## src/rtl/pic_ack_sequencer_pkg.sv

```systemverilog
// =============================================================================
// Module      : pic_pkg
// Description : Shared types and constants for the 8259 acknowledge sequencer.
// Revision    : 1.0 - initial release
// =============================================================================
`default_nettype none

package pic_pkg;

    localparam int IR_COUNT = 8;
    localparam logic [2:0] SPURIOUS_LEVEL = 3'd7;

    typedef enum logic [1:0] {
        IDLE = 2'd0,
        REQ  = 2'd1,
        ACK1 = 2'd2,
        ACK2 = 2'd3
    } pic_state_e;

    // Distance from the top of the rotating priority order; 0 is highest.
    function automatic logic [2:0] prio_rank(input logic [2:0] level,
                                             input logic [2:0] low_pri);
        return level - low_pri - 3'd1;
    endfunction

endpackage

`default_nettype wire

```

## src/rtl/pic_ack_sequencer_prio_resolver.sv

```systemverilog
// =============================================================================
// Module      : pic_prio_resolver
// Description : Finds the highest-priority set bit under rotating priority.
// Revision    : 1.0 - initial release
// =============================================================================
`default_nettype none

module pic_prio_resolver
    import pic_pkg::*;
(
    input  logic [IR_COUNT-1:0] vec,
    input  logic [2:0]          low_pri,
    output logic                valid,
    output logic [2:0]          level
);

    logic [2:0] idx;

    // Walk from lowest to highest priority so the last hit wins.
    always_comb begin
        valid = 1'b0;
        level = 3'd0;
        idx   = 3'd0;
        for (int i = IR_COUNT - 1; i >= 0; i--) begin
            idx = low_pri + 3'(i + 1);
            if (vec[idx]) begin
                valid = 1'b1;
                level = idx;
            end
        end
    end

endmodule

`default_nettype wire

```

## src/rtl/pic_ack_sequencer.sv

```systemverilog
// =============================================================================
// Module      : pic_ack_sequencer
// Description : 8259 interrupt resolution and two-pulse INTA handshake.
//               Optional macro PIC_AUTO_ROTATE_EN enables rotating priority.
// Revision    : 1.0 - initial release
// =============================================================================
`default_nettype none

module pic_ack_sequencer
    import pic_pkg::*;
#(
    parameter int SYNC_STAGES = 2
) (
    input  logic                CLK,
    input  logic                RST_N,
    input  logic [IR_COUNT-1:0] IRR,
    input  logic                INTA_N,
    input  logic [4:0]          VEC_BASE,
    input  logic                AEOI,
    input  logic                EOI_STB,
    input  logic                EOI_SPECIFIC,
    input  logic [2:0]          EOI_LEVEL,
`ifdef PIC_AUTO_ROTATE_EN
    input  logic                ROTATE_ON_EOI,
`endif
    output logic                INT,
    output logic [IR_COUNT-1:0] ISR,
    output logic [IR_COUNT-1:0] IRR_CLR,
    output logic [7:0]          DATA_OUT,
    output logic                DATA_OE
);

    pic_state_e          state_q, state_d;
    logic [IR_COUNT-1:0] isr_q, isr_d;
    logic [IR_COUNT-1:0] irr_clr_q, irr_clr_d;
    logic [7:0]          data_out_q, data_out_d;
    logic                data_oe_q, data_oe_d;
    logic [2:0]          level_q, level_d;
    logic                spurious_q, spurious_d;
    logic [2:0]          low_pri_q;
    logic                inta_prev_q;
    logic                w_inta_s;

    logic                w_irr_vld, w_isr_vld, w_cand_vld;
    logic [2:0]          w_irr_lvl, w_isr_lvl;
    logic                w_fall, w_rise;
    logic [2:0]          w_eoi_target;
    logic                w_eoi_hit;
    logic [IR_COUNT-1:0] w_eoi_clr, w_aeoi_clr, w_isr_set;

`ifdef PIC_AUTO_ROTATE_EN
    logic [2:0] low_pri_d;
`else
    assign low_pri_q = 3'd7;
`endif

    generate
        if (SYNC_STAGES == 2) begin : g_sync2
            logic sync1_q, sync2_q;
            always_ff @(posedge CLK) begin
                if (!RST_N) begin
                    sync1_q <= 1'b1;
                    sync2_q <= 1'b1;
                end else begin
                    sync1_q <= INTA_N;
                    sync2_q <= sync1_q;
                end
            end
            assign w_inta_s = sync2_q;
        end else begin : g_sync0
            assign w_inta_s = INTA_N;
        end
    endgenerate

    assign w_fall = inta_prev_q & ~w_inta_s;
    assign w_rise = ~inta_prev_q & w_inta_s;

    pic_prio_resolver u_irr_res (
        .vec     (IRR),
        .low_pri (low_pri_q),
        .valid   (w_irr_vld),
        .level   (w_irr_lvl)
    );

    pic_prio_resolver u_isr_res (
        .vec     (isr_q),
        .low_pri (low_pri_q),
        .valid   (w_isr_vld),
        .level   (w_isr_lvl)
    );

    // Strictly-above comparison blocks both lower levels and self-nesting.
    assign w_cand_vld = w_irr_vld &&
        (!w_isr_vld || (prio_rank(w_irr_lvl, low_pri_q) < prio_rank(w_isr_lvl, low_pri_q)));

    assign w_eoi_target = EOI_SPECIFIC ? EOI_LEVEL : w_isr_lvl;
    assign w_eoi_hit    = EOI_STB && (EOI_SPECIFIC ? isr_q[EOI_LEVEL] : w_isr_vld);

    always_comb begin
        state_d    = state_q;
        irr_clr_d  = '0;
        data_out_d = data_out_q;
        data_oe_d  = data_oe_q;
        level_d    = level_q;
        spurious_d = spurious_q;
        w_eoi_clr  = '0;
        w_aeoi_clr = '0;
        w_isr_set  = '0;
`ifdef PIC_AUTO_ROTATE_EN
        low_pri_d  = low_pri_q;
`endif

        if (w_eoi_hit) begin
            w_eoi_clr = 8'b1 << w_eoi_target;
`ifdef PIC_AUTO_ROTATE_EN
            if (ROTATE_ON_EOI) low_pri_d = w_eoi_target;
`endif
        end

        case (state_q)
            IDLE: begin
                if (w_cand_vld) state_d = REQ;
            end
            REQ: begin
                if (w_fall) begin
                    state_d = ACK1;
                    if (w_cand_vld) begin
                        level_d    = w_irr_lvl;
                        spurious_d = 1'b0;
                        w_isr_set  = 8'b1 << w_irr_lvl;
                        irr_clr_d  = 8'b1 << w_irr_lvl;
                    end else begin
                        level_d    = SPURIOUS_LEVEL;
                        spurious_d = 1'b1;
                    end
                end
            end
            ACK1: begin
                if (w_fall) begin
                    state_d    = ACK2;
                    data_oe_d  = 1'b1;
                    data_out_d = {VEC_BASE, level_q};
                end
            end
            ACK2: begin
                if (w_rise) begin
                    state_d   = IDLE;
                    data_oe_d = 1'b0;
                    if (AEOI && !spurious_q) begin
                        w_aeoi_clr = 8'b1 << level_q;
`ifdef PIC_AUTO_ROTATE_EN
                        if (ROTATE_ON_EOI) low_pri_d = level_q;
`endif
                    end
                end
            end
            default: state_d = IDLE;
        endcase

        // Clears land before the ACK1 set, so a colliding bit stays set.
        isr_d = (isr_q & ~w_eoi_clr & ~w_aeoi_clr) | w_isr_set;
    end

    always_ff @(posedge CLK) begin
        if (!RST_N) begin
            state_q     <= IDLE;
            isr_q       <= '0;
            irr_clr_q   <= '0;
            data_out_q  <= '0;
            data_oe_q   <= 1'b0;
            level_q     <= 3'd0;
            spurious_q  <= 1'b0;
            inta_prev_q <= 1'b1;
        end else begin
            state_q     <= state_d;
            isr_q       <= isr_d;
            irr_clr_q   <= irr_clr_d;
            data_out_q  <= data_out_d;
            data_oe_q   <= data_oe_d;
            level_q     <= level_d;
            spurious_q  <= spurious_d;
            inta_prev_q <= w_inta_s;
        end
    end

`ifdef PIC_AUTO_ROTATE_EN
    always_ff @(posedge CLK) begin
        if (!RST_N) low_pri_q <= 3'd7;
        else        low_pri_q <= low_pri_d;
    end
`endif

    assign INT      = (state_q == REQ);
    assign ISR      = isr_q;
    assign IRR_CLR  = irr_clr_q;
    assign DATA_OUT = data_out_q;
    assign DATA_OE  = data_oe_q;

endmodule

`default_nettype wire

```

## config.mk

```make
export PLATFORM = sky130hd
export DESIGN_NAME = pic_ack_sequencer
export DESIGN_NICKNAME = d
export VERILOG_FILES = /design/src/rtl/pic_ack_sequencer_pkg.sv /design/src/rtl/pic_ack_sequencer_prio_resolver.sv /design/src/rtl/pic_ack_sequencer.sv
export SDC_FILE = /design/constraint.sdc
export NUM_CORES = 1
export LEC_CHECK = 0
export BUFFER_PORTS_ARGS = -buffer_cell sky130_fd_sc_hd__buf_2
export CAP_MARGIN = 20
export CORE_MARGIN = 10
export CORE_UTILIZATION = 45
export CTS_CLUSTER_SIZE = 16
export DETAILED_ROUTE_END_ITERATION = 12
export PLACE_DENSITY = 0.69
export SLEW_MARGIN = 20
export SYNTH_ARGS = -nofsm -noshare
export SYNTH_HDL_FRONTEND = slang
export SYNTH_SLANG_ARGS = --single-unit
```

## constraint.sdc

```tcl
create_clock -name CLK -period 3.5 [get_ports CLK]
set_clock_uncertainty 0.1 [all_clocks]
set_input_delay 0.7 -clock CLK [delete_from_list [all_inputs] [get_ports CLK]]
set_output_delay 0.7 -clock CLK [all_outputs]
set_load 0.02 [all_outputs]
```

==> results_dict.tcl, run 1 <==
set metrics [dict create \
    outcome "complete, no violations" \
    worstPathArrival_ps 3000 \
    synth_cell_types 56 \
    yosysWarnings 0 \
    cts_root_buf "clkbuf_8" \
    pre_cts_slack_ps 357.8 \
    synth_nets 239 \
    grtUsageMet1_pct 17.42 \
    synthAdderAreaFrac_pct 3.849 \
    yosysTopAreaCellShare_pct 34.89 \
    hold_slack_ps 305.9 \
    cts_tree "built" \
    hold_class "flop to flop" \
    timing_hold_violations_final 0 \
    cts.clk_slew.worst_paths_ps 70 \
    grt_pass1_wl_mm 8.197 \
    drt_wl_total_mm 4.868 \
    async_flop_share_pct 0 \
    synth.cell_area_um2 1951 \
    grtUsageMet3_pct 3.595 \
    synth_edf_count 0 \
    drv_cap 0 \
    yosys.area_share.xor_xnor_pct 0 \
    synth-simple-area-share_pct 26.68 \
    path_class "input port to flop" \
    period_needed_ps 2879 \
    synth_seq_cells 34 \
    num_antenna_cells 0 \
    avgSynthCellArea_um2 9.245 \
    grt_max_degree 31 \
    core_um2 4086 \
    track_usage_pct 13.39 \
    antenna_found_initial 0 \
    gp_congestion 0.8624 \
    synth.most_common_cell "dfxtp_1" \
    max-vdd-ir-drop_uv 321.0 \
    drt_pass1_iterations 4 \
    rows 23 \
    fp.dieArea_um2 7369 \
    r2r_end "state_q[0]" \
    drt-vias-per-instance 5.680 \
    ioPinCount 48 \
    final-setup-viol-count 0 \
    finalWorstSetupSlack_ps 620.6 \
    grt_pass1_vias 1699 \
    fin_tns_setup_ps 0 \
    cts_setup_buffers 0 \
    hold_path_startpoint "g_sync2.sync1_q" \
    port_buffers 47 \
    start_util_pct 47.73 \
    muxShareOfSynthArea_pct 7.441 \
    ant_nets 0 \
    synth_top_family_by_area "simple AND/OR/NAND/NOR gates" \
    synth-main-ff-cell "dfxtp_1" \
    drt-initial-drc-count 217 \
    period_share_pct 82.27 \
    rr_worst_depth 8 \
    clkSinkCount 34 \
    gr-usage-met2_pct 20.57 \
    grt-busiest-layer "met2" \
    drive_gt1_share_pct 28.19 \
    nets 286 \
    cp-startpoint "IRR[3]" \
    synth_compound_area_share_pct 24.70 \
    r2r_start "ISR[0]" \
    slew_violations 0 \
    die_x_um 85.84 \
    post_cts_resized 0 \
    ctsHoldBuffers 0 \
    synthTopCellsByArea "dfxtp_1 (35%), mux2i_1 (5.1%), nor2_1 (4.0%)" \
    synth-seq-area-share_pct 34.89 \
    cp_max_fo 4 \
    htreeDepth 2 \
    p_per_area_nw_per_um2 463.0 \
    rsz0062_at_grt "no" \
    num_vias 1755 \
    hpwl_mm 3.724 \
    rrSetupSlack_ps 700 \
    overflow 0 \
    dieHeight_um 85.84 \
    yosysTopAreaCell "dfxtp_1" \
    required_ps 3620 \
    cts_buffers 5 \
    p_leak_nw 1.066 \
    max_freq_mhz 347.3 \
    clk_path_buf_depth 2 \
    crit_path_start_kind "input port" \
    worst_pin_slew_ps 702.9 \
    drcViolationCount 0 \
    clock_latency_ps 290 \
    syn_inst 211 \
    area_growth_pct 20.85 \
    worstSetupEndpoint "state_q[0]" \
    relSlewSlack_pct 52.53 \
    yosys-top-cells-count "dfxtp_1 (34), nor2_1 (21), nand2_1 (16)" \
    wl_per_cell_um 15.75 \
    end_kind "flop" \
    min_path_cells 1 \
]
==> layout make-up <==
type / count / area [um2]
Fill cell: 371 / 1729
Multi-Input combinational cell: 165 / 1222
Sequential cell: 34 / 680.7
Timing Repair Buffer: 47 / 235.2
Clock buffer: 5 / 68.82
Clock inverter: 3 / 68.82
Tap cell: 50 / 62.56
Inverter: 5 / 18.77
==> per-layer routing <==
layer  routed length, um  part of all wire (%)
met1                2192                    45
met2                2174                    45
met3                 434                   8.9
met4                  66                   1.4
met5                   0                     0
==> metrics by stage <==
step                      instance area, um2  power, mW  util, %  std cells
after floorplan                         1951     0.6002        -        211
after global placement                  2220     0.6595    54.32        301
after detailed placement                2220     0.6611    54.32        301
after CTS                               2357      1.101    57.69        309
after global routing                    2357      1.143    57.69        309
final                                   2357      1.091    57.69        309
==> flip-flops by register name, indices dropped and copies added (netlist names) <==
name	count
g_sync2.sync1_q	1
DATA_OUT	8
spurious_q	1
state_q	2
inta_prev_q	1
DATA_OE	1
g_sync2.sync2_q	1
IRR_CLR	8
ISR	8
level_q	3
==> placed cells by master (no fill, tap or decap), types with 4 or more instances in the layout <==
cell type / instances
clkbuf_8: 5
nand2_1: 16
dfxtp_1: 34
o21ai_0: 8
nor3b_1: 5
a31oi_1: 4
buf_2: 47
nor2b_1: 11
inv_1: 5
ha_1: 6
nor2_1: 21
nand2b_1: 5
a21oi_1: 5
nand3_1: 9
a211oi_1: 4
mux2i_1: 10
==> power breakdown <==
| group | total (mW) | switching (mW) | internal [mW] |
|---|---|---|---|
| sequential | 0.428 | 0.0209 | 0.408 |
| clock | 0.439 | 0.154 | 0.285 |
| combinational | 0.224 | 0.128 | 0.0952 |
| total | 1.09 | 0.303 | 0.788 |
==> cells by family (layout without fill, tap and decap cells) <==
group,count (synthesis),after routing
AO/OA/AOI/OAI,55,55
adder cells (fa/ha/maj),6,6
buffers and inverters,12,60
flip-flops,34,34
multiplexers,12,12
AND/OR/NAND/NOR,92,92
==> worst min-delay path by stage <==
stage | endpoint | slack [ps]
floorplan | g_sync2.sync2_q | 290
global placement | g_sync2.sync2_q | 290
detailed placement | g_sync2.sync2_q | 290
CTS | g_sync2.sync2_q | 310
global route | g_sync2.sync2_q | 340
finish | g_sync2.sync2_q | 310
==> worst max-delay path, stage by stage <==
cell and delay (ps):
buf_2 120, or4_1 570, nor2_1 170, ha_1 280, and2_1 160, a211oi_1 380
a311oi_1 110, a311oi_2 300, mux2i_1 210
No activity file was read; power rests on OpenSTA's default activity.
==> run 2: changes to the inputs <==
--- a/config.mk
+++ b/config.mk
@@ -5,13 +5,14 @@
 export SDC_FILE = /design/constraint.sdc
 export NUM_CORES = 1
 export LEC_CHECK = 0
+export ABC_AREA = 1
 export BUFFER_PORTS_ARGS = -buffer_cell sky130_fd_sc_hd__buf_2
 export CAP_MARGIN = 20
 export CORE_MARGIN = 10
 export CORE_UTILIZATION = 45
 export CTS_CLUSTER_SIZE = 16
 export DETAILED_ROUTE_END_ITERATION = 12
-export PLACE_DENSITY = 0.69
+export PLACE_DENSITY = 0.7
 export SLEW_MARGIN = 20
 export SYNTH_ARGS = -nofsm -noshare
 export SYNTH_HDL_FRONTEND = slang
==> constraint.sdc (replaced) <==
create_clock -name CLK -period 3 [get_ports CLK]
set_clock_uncertainty 0.1 [all_clocks]
set_input_delay 0.6 -clock CLK [delete_from_list [all_inputs] [get_ports CLK]]
set_output_delay 0.6 -clock CLK [all_outputs]
set_load 0.02 [all_outputs]
==> results_dict.tcl, run 2 <==
set metrics [dict create \
    outcome "complete, no violations" \
    gp_congestion 0.8591 \
    dieHeight_um 83.19 \
    cp_top_family "simple AND/OR/NAND/NOR gates" \
    p_sw_share_pct 30.54 \
    cts_tree "built" \
    ant_nets 0 \
    grt_max_degree 17 \
    r2r_start "ISR[0]" \
    period_needed_ps 2041 \
    cpPeakStageDelay_ps 350 \
    path_cells "or2_1, clkinv_2, nand3_1, ha_1, inv_1, o21bai_1, inv_1, nand2_1, nand2_2, nand2_2, nand2_2, a21oi_1, nor2_1" \
    rsz0062_at_grt "no" \
    power_frac_seq_pct 45.9 \
    yosys.area_share.xor_xnor_pct 0 \
    ctsHoldBuffers 0 \
    relSlewSlack_pct 68.13 \
    p_per_area_nw_per_um2 495.8 \
    rows 22 \
    overflow 0 \
    drt-vias-per-instance 4.852 \
    final_common_cell "nand2_1" \
    worstSetupEndpoint "state_q[0]" \
    cpMostUsedCell "nand2_2" \
    cpMaxStageDelayCell "dfxtp_1" \
    muxShareOfSynthArea_pct 0 \
    clock_latency_ps 290 \
    grt_pass1_wl_mm 7.396 \
    worstPathArrival_ps 2130 \
    yosysTopAreaCellShare_pct 37.88 \
    clk_path_buf_depth 2 \
    synth.cell_area_um2 1797 \
    r2r_end "state_q[0]" \
    synth_top_family_by_area "simple AND/OR/NAND/NOR gates" \
    fp.dieArea_um2 6920 \
    grt_pass1_vias 1727 \
    die_x_um 83.19 \
    max-vdd-ir-drop_uv 318.5 \
    required_ps 3090 \
    drv_cap 0 \
    period_share_pct 68.03 \
    cp.depth 13 \
    track_usage_pct 12.50 \
    yosysWarnings 0 \
    hpwl_mm 3.545 \
    synth_edf_count 0 \
    wl_per_cell_um 11.97 \
    avgSynthCellArea_um2 6.581 \
    p_leak_nw 1.143 \
    synthAdderAreaFrac_pct 4.178 \
    synth_nets 301 \
    cts.clk_slew.worst_paths_ps 70 \
    htreeDepth 2 \
    final_cell_mix "nand2_1 (61), inv_1 (52), buf_2 (47), dfxtp_1 (34), nor2_1 (27)" \
    synth_seq_cells 34 \
    num_antenna_cells 0 \
    placed_area_um2 2068 \
    synth.most_common_cell "nand2_1" \
    synth-main-ff-cell "dfxtp_1" \
    power.internal_uw 743.7 \
    area_growth_pct 20.19 \
    final-setup-viol-count 0 \
    synth-simple-area-share_pct 31.20 \
    ioPinCount 48 \
    clkSinkCount 34 \
    drive_gt1_share_pct 21.30 \
    syn_inst 273 \
    rr_worst_depth 13 \
    p_clk_share_pct 32.4 \
    crit_path_start_kind "flop" \
    fin_tns_setup_ps 0 \
    post_cts_resized 0 \
    synthTopCellsByArea "dfxtp_1 (38%), nand2_1 (13%), inv_1 (11%)" \
    synth_compound_area_share_pct 14.07 \
    timing_hold_violations_final 0 \
    cp_max_fo 5 \
    yosys-top-cells-count "nand2_1 (61), inv_1 (52), dfxtp_1 (34)" \
    core_um2 3771 \
    async_flop_share_pct 0 \
    worst_pin_slew_ps 477.6 \
    antenna_found_initial 0 \
    start_util_pct 47.64 \
    port_buffers 47 \
    num_vias 1805 \
    drt_wl_total_mm 4.454 \
    rrSetupSlack_ps 960 \
    path_buf_inv 3 \
    drt_pass1_iterations 4 \
    path_class "flop to flop" \
    cts_setup_buffers 0 \
    hold_class "flop to flop" \
    cts_root_buf "clkbuf_8" \
    combinationalPowerShare_pct 21.7 \
    yosysTopAreaCell "dfxtp_1" \
    synth-seq-area-share_pct 37.88 \
    synth_cell_types 26 \
    max_freq_mhz 490.0 \
    cts_buffers 5 \
    end_kind "flop" \
    drcViolationCount 0 \
    fin_area_um2 2160 \
    slew_violations 0 \
    cp-startpoint "ISR[0]" \
    switchingPower_uw 327.0 \
    nets 351 \
    drt-initial-drc-count 76 \
]
-- run 2: changes by cell type in the layout (fill, tap and decap cells not counted), sizes merged, moves of 4 or more --
| cell | previous run | this run |
|---|---|---|
| a211oi | 4 | 0 |
| or2 | 1 | 5 |
| o21ai | 13 | 20 |
| nor3b | 5 | 0 |
| nand2b | 5 | 0 |
| a21oi | 5 | 23 |
| a31oi | 4 | 0 |
| mux2i | 10 | 0 |
| inv | 5 | 53 |
| nor2b | 11 | 0 |
| nand2 | 16 | 67 |
| nand4 | 1 | 10 |
| nor2 | 22 | 30 |
-- run 2: worst min path at each step --
stage                            to       startpoint  slack, ps  depth (start not counted)
floorplan           g_sync2.sync2_q  g_sync2.sync1_q        290                          1
global placement    g_sync2.sync2_q  g_sync2.sync1_q        300                          1
detailed placement  g_sync2.sync2_q  g_sync2.sync1_q        300                          1
CTS                 g_sync2.sync2_q  g_sync2.sync1_q        320                          1
global route        g_sync2.sync2_q  g_sync2.sync1_q        330                          1
finish              g_sync2.sync2_q  g_sync2.sync1_q        310                          1
-- run 2: per-layer routing --
layer  vias to the layer above  part of all wire [%]  GRT usage [%]
li1                        956                     -              -
met1                       791                    46          14.40
met4                         0                   1.4          6.000
met2                        50                    45          20.04
met3                         8                   8.4          4.395
met5                         -                     0              0
-- run 2: area by class of cell --
type	count	area [um2]
tap	48	60.06
clock buffer	7	86.33
timing repair buffer	47	235.2
sequential	34	680.7
inverter	54	203.9
fill	374	1612
clock inverter	1	5.005
multi-input combinational	181	888.4
-- run 2: power by group through the flow --
stage | Clock [mW] | Sequential (mW) | Combinational [mW]
global route | 0.370 | 0.494 | 0.264
finish | 0.347 | 0.492 | 0.232
global placement | 0 | 0.501 | 0.225
floorplan | 0 | 0.504 | 0.166
detailed placement | 0 | 0.501 | 0.231
CTS | 0.352 | 0.492 | 0.232
-- run 2: stage by stage --
stage	cells	utilization, %	total power [mW]	setup slack [ps]	hold slack, ps
6_report	372	57.27	1.071	959.1	314.1
5_1_grt	372	57.27	1.127	727.2	329.0
4_1_cts	372	57.27	1.076	936.6	318.4
3_5_place_dp	364	54.84	0.7320	655.8	302.9
3_3_place_gp	364	54.84	0.7258	707.0	296.6
2_1_floorplan	273	-	0.6708	928.1	292.5
-- run 2: cells by family (layout without fill, tap and decap cells) --
family,Yosys count,count (layout)
compound gates,47,47
fa+ha+maj,6,6
buf+inv,58,109
flops,34,34
simple gates,128,128
-- run 2: worst register-to-register path, delay by kind of cell (launching register included) --
family                     cells  cell delay, ps
AOI/OAI and AO/OA              2             260
buffers and inverters          3             180
adders and majority gates      1             300
and+or+nand+nor                7             760
DFF                            1             350
==> run 3: changes to the inputs <==
==> constraint.sdc (replaced) <==
create_clock -name CLK -period 2.1 [get_ports CLK]
set_clock_uncertainty 0.1 [all_clocks]
set_input_delay 0.42 -clock CLK [delete_from_list [all_inputs] [get_ports CLK]]
set_output_delay 0.42 -clock CLK [all_outputs]
set_load 0.02 [all_outputs]
==> results_dict.tcl, run 3 (synthesized netlist as in run 2, its figures left out) <==
set metrics [dict create \
    outcome "complete, no violations" \
    gp_congestion 0.8841 \
    multi_input_area_um2 924.6 \
    htreeDepth 2 \
    fp.dieArea_um2 6920 \
    grt-busiest-layer "met2" \
    ff_latch_area_um2 684.4 \
    cpPeakStageDelay_ps 330 \
    power_frac_seq_pct 42.1 \
    finalWorstSetupSlack_ps 151.6 \
    nFillCells 348 \
    cp_max_fo 4 \
    p_per_area_nw_per_um2 721.1 \
    hold_slack_ps 217.5 \
    port_buffers 47 \
    hpwl_mm 3.726 \
    rows 22 \
    track_usage_pct 13.51 \
    clkSinkCount 34 \
    pre_cts_slack_ps -104.1 \
    drive_gt1_share_pct 27.00 \
    wl_per_cell_um 12.49 \
    worstPathArrival_ps 2030 \
    die_x_um 83.19 \
    max_freq_mhz 513.2 \
    path_cells "or2_1, clkinv_2, nand3_4, ha_4, inv_1, o21bai_1, inv_1, nand2_1, nand2_2, nand2_2, nand2_2, a21oi_1, nor2_1" \
    switchingPower_uw 507.1 \
    area_growth_pct 29.11 \
    cts_tree "built" \
    timing_hold_violations_final 0 \
    final_common_cell "nand2_1" \
    p_total_mw 1.673 \
    p_clk_share_pct 36.8 \
    period_share_pct 92.78 \
    num_vias 1875 \
    post-route-util_pct 61.51 \
    grt_pass1_wl_mm 7.948 \
    cts_buffers 5 \
    grtUsageMet1_pct 15.46 \
    cp_top_family "simple AND/OR/NAND/NOR gates" \
    period_needed_ps 1948 \
    crit_path_start_kind "flop" \
    clock_latency_ps 290 \
    num_antenna_cells 0 \
    clk_path_buf_depth 2 \
    drt-initial-drc-count 132 \
    dieHeight_um 83.19 \
    combinationalPowerShare_pct 21.1 \
    cpMaxStageDelayCell "dfxtp_2" \
    path_buf_inv 3 \
    grtUsageMet3_pct 5.957 \
    drt_wl_total_mm 4.808 \
    instances_no_fill 385 \
    slew_violations 0 \
    overflow 0 \
    drt-vias-per-instance 4.870 \
    required_ps 2180 \
    final_cell_mix "nand2_1 (61), inv_1 (52), buf_2 (47), dfxtp_1 (31), nor2_1 (26)" \
    drt_pass1_iterations 4 \
    grt_max_degree 16 \
    placed_area_um2 2158 \
    fin_area_um2 2320 \
    cpMostUsedCell "nand2_2" \
    power.internal_mw 1.166 \
    worst_pin_slew_ps 323.6 \
    end_kind "flop" \
    core_um2 3771 \
    ioPinCount 48 \
    cts_root_buf "clkbuf_8" \
    p_leak_nw 1.223 \
    gr-usage-met2_pct 22.42 \
    drcViolationCount 0 \
    max-vdd-ir-drop_uv 422.2 \
    antenna_found_initial 0 \
    start_util_pct 47.64 \
    cts.clk_slew.worst_paths_ps 70 \
    path_class "flop to flop" \
    fin_tns_setup_ps 0 \
    final-setup-viol-count 0 \
    relSlewSlack_pct 78.20 \
    grt_pass1_vias 1796 \
    ant_nets 0 \
    nets 364 \
    drv_cap 0 \
    hold_class "input port to flop" \
    place_inst 376 \
    p_sw_share_pct 30.32 \
]
-- run 3: cell count changes in the layout (fill, tap and decap cells not counted), moves of 2 or more --
cell	before	now
buf_4	0	13
nand3_1	11	9
dfxtp_2	0	3
dfxtp_1	34	31
clkinvlp_4	0	2
-- run 3: per-layer routing --
layer | share of wire (%) | vias up
li1 | - | 981
met1 | 45 | 830
met2 | 47 | 58
met3 | 7.8 | 6
met4 | 1.1 | 0
met5 | 0 | -
-- run 3: cell type report --
type / instances / share of cell area (%)
inverter: 54 / 8.792
sequential: 34 / 29.50
clock inverter: 3 / 1.942
timing repair buffer: 60 / 14.35
tap: 48 / 2.589
clock buffer: 5 / 2.967
multi-input combinational: 181 / 39.86
-- run 3: repair_timing --
action                     CTS  global route
gates resized for setup      0            10
buffers inserted             0             1
setup endpoints to repair    0            17
hold endpoints to repair     0             0
hold buffers                 0             0
-- run 3: worst paths after layout --
check                         end  cells past startpoint  slack (ps)             from
hold reg to reg   g_sync2.sync2_q                      1         320  g_sync2.sync1_q
setup reg to reg       state_q[0]                     13         150           ISR[1]
hold / removal    g_sync2.sync1_q                      2         220           INTA_N
setup / recovery       state_q[0]                     13         150           ISR[1]
-- run 3: power groups by stage --
stage          logic, mW  clock network, mW  registers, mW
2_1_floorplan      0.238                  0          0.720
3_3_place_gp       0.331                  0          0.715
3_5_place_dp       0.337                  0          0.715
4_1_cts            0.338              0.615          0.701
5_1_grt            0.405              0.656          0.707
6_report           0.353              0.616          0.705
